File: src/rtl/warp_pc_table.sv
// Per-warp program-counter table: applies start/done/redirect/replay updates
// and round-robin grants one eligible warp per cycle to instruction fetch.
module warp_pc_table #(
  parameter int NUM_WARPS = 8,
  parameter int PC_W      = 32,
  parameter int PC_INC    = 4,
  localparam int WID_W    = $clog2(NUM_WARPS)
) (
  input  logic                 clk,
  input  logic                 rst_n,
  input  logic                 start_vld,
  input  logic [WID_W-1:0]     start_wid,
  input  logic [PC_W-1:0]      start_pc,
  input  logic                 done_vld,
  input  logic [WID_W-1:0]     done_wid,
  input  logic                 alu_redir_vld,
  input  logic [WID_W-1:0]     alu_redir_wid,
  input  logic [PC_W-1:0]      alu_redir_pc,
  input  logic                 simt_redir_vld,
  input  logic [WID_W-1:0]     simt_redir_wid,
  input  logic [PC_W-1:0]      simt_redir_pc,
  input  logic                 id_redir_vld,
  input  logic [WID_W-1:0]     id_redir_wid,
  input  logic [PC_W-1:0]      id_redir_pc,
  input  logic                 replay_vld,
  input  logic [WID_W-1:0]     replay_wid,
  input  logic [NUM_WARPS-1:0] warp_eligible,
  input  logic                 fetch_rdy,
  output logic                 fetch_vld,
  output logic [WID_W-1:0]     fetch_wid,
  output logic [PC_W-1:0]      fetch_pc,
  output logic [NUM_WARPS-1:0] warp_active
);

  logic [PC_W-1:0]      pc      [NUM_WARPS];
  logic [PC_W-1:0]      last_pc [NUM_WARPS];
  logic [NUM_WARPS-1:0] active;
  logic [WID_W-1:0]     rr_ptr;

  logic [NUM_WARPS-1:0] start_hit, done_hit, alu_hit, simt_hit, id_hit, replay_hit;
  logic [NUM_WARPS-1:0] touched, cand;
  logic                 found, grant_vld;
  logic [WID_W-1:0]     grant_wid, idx;

  always_comb begin
    for (int w = 0; w < NUM_WARPS; w++) begin
      start_hit[w]  = start_vld      && (start_wid      == WID_W'(w));
      done_hit[w]   = done_vld       && (done_wid       == WID_W'(w));
      alu_hit[w]    = alu_redir_vld  && (alu_redir_wid  == WID_W'(w));
      simt_hit[w]   = simt_redir_vld && (simt_redir_wid == WID_W'(w));
      id_hit[w]     = id_redir_vld   && (id_redir_wid   == WID_W'(w));
      replay_hit[w] = replay_vld     && (replay_wid     == WID_W'(w));
    end
    // A warp updated this cycle must not also take the fetch increment.
    touched = start_hit | done_hit | alu_hit | simt_hit | id_hit | replay_hit;
    cand    = active & warp_eligible & ~touched;
  end

  always_comb begin
    found     = 1'b0;
    grant_wid = '0;
    idx       = '0;
    for (int i = 0; i < NUM_WARPS; i++) begin
      idx = rr_ptr + WID_W'(i);
      if (!found && cand[idx]) begin
        found     = 1'b1;
        grant_wid = idx;
      end
    end
    grant_vld = found && fetch_rdy;
  end

  always_ff @(posedge clk) begin
    if (!rst_n) begin
      for (int w = 0; w < NUM_WARPS; w++) begin
        pc[w]      <= '0;
        last_pc[w] <= '0;
      end
      active    <= '0;
      rr_ptr    <= '0;
      fetch_vld <= 1'b0;
      fetch_wid <= '0;
      fetch_pc  <= '0;
    end else begin
      for (int w = 0; w < NUM_WARPS; w++) begin
        if (start_hit[w]) begin
          active[w]  <= 1'b1;
          pc[w]      <= start_pc;
          last_pc[w] <= start_pc;
        end else if (done_hit[w]) begin
          active[w] <= 1'b0;
        end else if (alu_hit[w]) begin
          if (active[w]) pc[w] <= alu_redir_pc;
        end else if (simt_hit[w]) begin
          if (active[w]) pc[w] <= simt_redir_pc;
        end else if (id_hit[w]) begin
          if (active[w]) pc[w] <= id_redir_pc;
        end else if (replay_hit[w]) begin
          if (active[w]) pc[w] <= last_pc[w];
        end else if (grant_vld && (grant_wid == WID_W'(w))) begin
          last_pc[w] <= pc[w];
          pc[w]      <= pc[w] + PC_W'(PC_INC);
        end
      end
      fetch_vld <= grant_vld;
      if (grant_vld) begin
        fetch_wid <= grant_wid;
        fetch_pc  <= pc[grant_wid];
        rr_ptr    <= grant_wid + WID_W'(1);
      end
    end
  end

  assign warp_active = active;

endmodule

File: config.mk
export PLATFORM = sky130hd
export DESIGN_NAME = warp_pc_table
export DESIGN_NICKNAME = d
export VERILOG_FILES = /design/src/rtl/warp_pc_table.sv
export SDC_FILE = /design/constraint.sdc
export NUM_CORES = 2
export LEC_CHECK = 0
export BUFFER_PORTS_ARGS = -buffer_cell sky130_fd_sc_hd__buf_2
export CAP_MARGIN = 20
export CORE_AREA = 5 5 291 293
export DETAILED_ROUTE_END_ITERATION = 8
export DIE_AREA = 0 0 296 298
export GPL_ROUTABILITY_DRIVEN = 0
export GPL_TIMING_DRIVEN = 1
export PLACE_DENSITY_LB_ADDON = 0.15
export SYNTH_ARGS = -nofsm -noshare
export SYNTH_HDL_FRONTEND = slang
export SYNTH_SLANG_ARGS = --single-unit
File: constraint.sdc
create_clock -name clk -period 6.6 [get_ports clk]
set_clock_uncertainty 0.2 [all_clocks]
set_input_delay 0 -clock clk [delete_from_list [all_inputs] [get_ports clk]]
set_output_delay 0 -clock clk [all_outputs]
set_load 0.01 [all_outputs]
==> flow_summary.yaml <==
global_routing:
  grt_max_degree: 123
  overflow: 0
  grt_pass1_vias: 37200
  grt_pass1_wl_um: 273000
  antenna_found_initial: 22
  grtUsageTotal_pct: 42.2
logic_synthesis:
  synth-main-ff-cell: "edfxtp_1"
  ys_async_sr_fraction_pct: 0
  synth_top_area_share_pct: 37.9
  netlist_area_sq_mm: 0.0406
  ys_top_cells_by_area: "edfxtp_1 (38%), mux2i_1 (7.3%), a211oi_1 (5.2%)"
  avgSynthCellArea_sq_um: 9.08
  syn_inst: 4467
  yosysSeqAreaShare_pct: 40.2
  synth-edff-count: 512
  synth_warnings: 0
  ys_ff_latch: 559
  yosys.area.top_type: "edfxtp_1"
  synth_cell_type_count: 74
  syn_nets: 4646
detailed_routing:
  wl_per_cell_um: 34.5
  totalWireLength_um: 194000
  via_per_inst: 7.29
  vias: 41100
  drcViolationCount: 0
  antenna_left: 0
  drtIter0Drc: 7499
  dr.pass1.iters: 9
die:
  die_area_sq_mm: 0.0882
  die_h_um: 298
  core_area_sq_mm: 0.0816
  num_io_pins: 207
  start_util_pct: 49.7
  rows: 105
  die_x_um: 296
power_and_ir_drop:
  ir_worst_vdd_mv: 0.164
  clkPwrFrac_pct: 38.5
  switching_share_pct: 30.3
  intPower_mw: 6.56
  power_leakage_nw: 15.4
  p_switching_mw: 2.85
  p_per_area_mw_per_mm2: 206
  power_frac_seq_pct: 45.9
  p_comb_share_pct: 15.6
worst_setup_path:
  endpoint_kind: "flop"
  cp_max_fo: 22
  critPathLaunchType: "flop"
  crit_arrival_ns: 6.45
  reg2reg_slack_ns: 0.23
  worstSetupPathType: "flop to flop"
  rr_startpoint: "rr_ptr[1]$_SDFFE_PN0N_"
  cp_data_required_time_ns: 6.68
  r2r-end: "last_pc[1][110]$_SDFFCE_PN0P_"
  r2r_cells: 18
cts:
  clk_pin_slew_ns: 0.06
  htree_levels: 3
  numCtsBuffers: 67
  cts_root_buffer: "clkbuf_16"
  clk_path_buf_depth: 3
  postCtsSetupBuffers: 0
  cts_tree: "done"
  insertion_delay_ns: 0.64
  cts.sinks: 559
  cts_resized: 0
flow_run:
  drv_cap: 0
timing:
  fin_crit_sh_pct: 96.6
  max_slew_margin_pct: 16.6
  rsz0062_at_grt: "false"
  period_minus_slack_ns: 6.37
  hold_viol: 0
  fin_tns_setup_ns: 0
  maxSlewViolCount: 0
  fmax_mhz: 157
  setup_viol: 0
  tightest_slew_ns: 1.24
place:
  dpl_cell_area_sq_mm: 0.0421
  hpwlAfterDp_um: 125000
  io_buffers: 206
worst_hold_path:
  holdCritPathClass: "input pin to flop"
  worstHoldPathCells: 5
  worstHoldStart: "simt_redir_pc[5]"
  hold-path-endpoint: "pc[3][5]$_SDFFCE_PN0P_"
final_layout:
  final_cell_mix: "edfxtp_1 (512), nand2_1 (471), nor2_1 (339), o21ai_0 (327), mux2i_1 (294)"
  mostFrequentLayoutCell: "edfxtp_1"
  layout.nets: 4676
  final_area_sq_mm: 0.0456
  final_layout_size_suffix_gt1_share_pct: 12.5
  area_delta_synth_final_pct: 12.5
outcome:
  outcome: "finished clean"
## critical path, stage by stage, from the launching register on
cell	delay, ns
dfxtp_1	0.56
inv_2	0.20
ha_1	0.60
inv_1	0.25
o211a_1	0.17
a211oi_1	0.51
nand4b_2	0.27
a21o_1	0.30
nand3_4	0.12
nand2_4	0.19
inv_1	0.10
buf_4	0.21
ha_1	0.21
ha_1	0.15
nand2_1	0.05
nor3_1	0.41
nand2_2	0.49
nand3_2	0.54
buf_4	0.43
## state kept, by name (all words and copies together), names as in the netlist
| register | cells |
|---|---|
| fetch_vld | 1 |
| rr_ptr | 3 |
| warp_active | 8 |
| last_pc | 256 |
| pc | 256 |
| fetch_pc | 32 |
| fetch_wid | 3 |
## how the worst max path moves through the flow
stage,slack (ns),cells past startpoint,start,end
after global placement,0.59,19,alu_redir_wid[2],last_pc[1][109]$_SDFFCE_PN0P_
after CTS,0.47,18,rr_ptr[1]$_SDFFE_PN0N_,last_pc[1][110]$_SDFFCE_PN0P_
after floorplan,0.64,19,rr_ptr[0]$_SDFFE_PN0N_,last_pc[1][64]$_SDFFCE_PN0P_
after global routing,0.02,18,rr_ptr[1]$_SDFFE_PN0N_,last_pc[1][110]$_SDFFCE_PN0P_
final,0.23,18,rr_ptr[1]$_SDFFE_PN0N_,last_pc[1][110]$_SDFFCE_PN0P_
after detailed placement,0.43,19,alu_redir_wid[2],last_pc[1][109]$_SDFFCE_PN0P_
## routing by layer
metal	vias to the layer above	wire length, um	track usage (%)
li1	17000	-	-
met1	19500	67400	54.8
met2	3785	76000	57.2
met3	777	31700	14.9
met4	14	19000	31.7
met5	-	267	0.610
## stage by stage
stage / instances / power [mW] / util (%) / hold slack [ns] / setup WS (ns)
floorplan: 4467 / 5.06 / - / 0.0506 / 0.635
global placement: 5348 / 5.68 / 51.5 / 0.211 / 0.586
detailed placement: 5348 / 5.70 / 51.5 / 0.211 / 0.435
CTS: 5613 / 9.30 / 55.8 / 0.00116 / 0.468
global route: 5617 / 9.59 / 55.9 / 0.0441 / 0.0163
finish: 5641 / 9.41 / 55.9 / 0.0239 / 0.227
## cell usage after synthesis, types with 10 or more instances
master	count
o211ai_1	161
xnor2_1	83
a222oi_1	21
clkbuf_2	23
nand3_1	156
nand4_1	35
edfxtp_1	512
mux2i_1	294
o22ai_1	89
a31oi_1	34
nor3_1	36
and4_1	10
o22ai_2	56
clkbuf_1	360
nor4_1	14
nand4b_1	20
ha_1	16
dfxtp_1	47
nor4bb_1	13
a22o_1	188
nor2_1	349
and2_1	16
buf_1	49
buf_2	51
and3_1	151
nor4b_1	39
a21oi_1	225
o21ai_0	327
inv_1	22
a22oi_1	24
a211oi_1	282
nand2_1	476
mux4_2	13
buf_4	15
xor2_1	143
## cell type report
cell class	count	area, sq um
diodes	25	62.6
clock buffers	91	1850
clock inverters	27	165
fillers	7368	35900
inverters	25	96.3
multi-input cells	3379	22400
flip-flops and latches	559	16300
well taps	1070	1340
repair buffers	465	3440
## cells by family after synthesis
| kind of cell | share of synthesized area, % |
|---|---|
| buffers and inverters | 5.37 |
| and+or+nand+nor | 16.4 |
| xor gates and xnor gates | 4.88 |
| AOI/OAI and AO/OA | 24.4 |
| DFF | 40.2 |
| adders and majority gates | 0.493 |
| muxes | 8.26 |
## what timing repair did
action,CTS,global route
endpoints found under the hold margin,475,0
hold buffers,147,0
endpoints found under the setup margin,0,0
## power by group through the flow
stage / sequential [mW] / combinational [mW] / clock, mW
2_1_floorplan: 4.30 / 0.758 / 0
3_3_place_gp: 4.38 / 1.31 / 0
3_5_place_dp: 4.38 / 1.32 / 0
4_1_cts: 4.31 / 1.40 / 3.59
5_1_grt: 4.33 / 1.51 / 3.75
6_report: 4.32 / 1.47 / 3.62
Power figures use the tool's default switching activity.
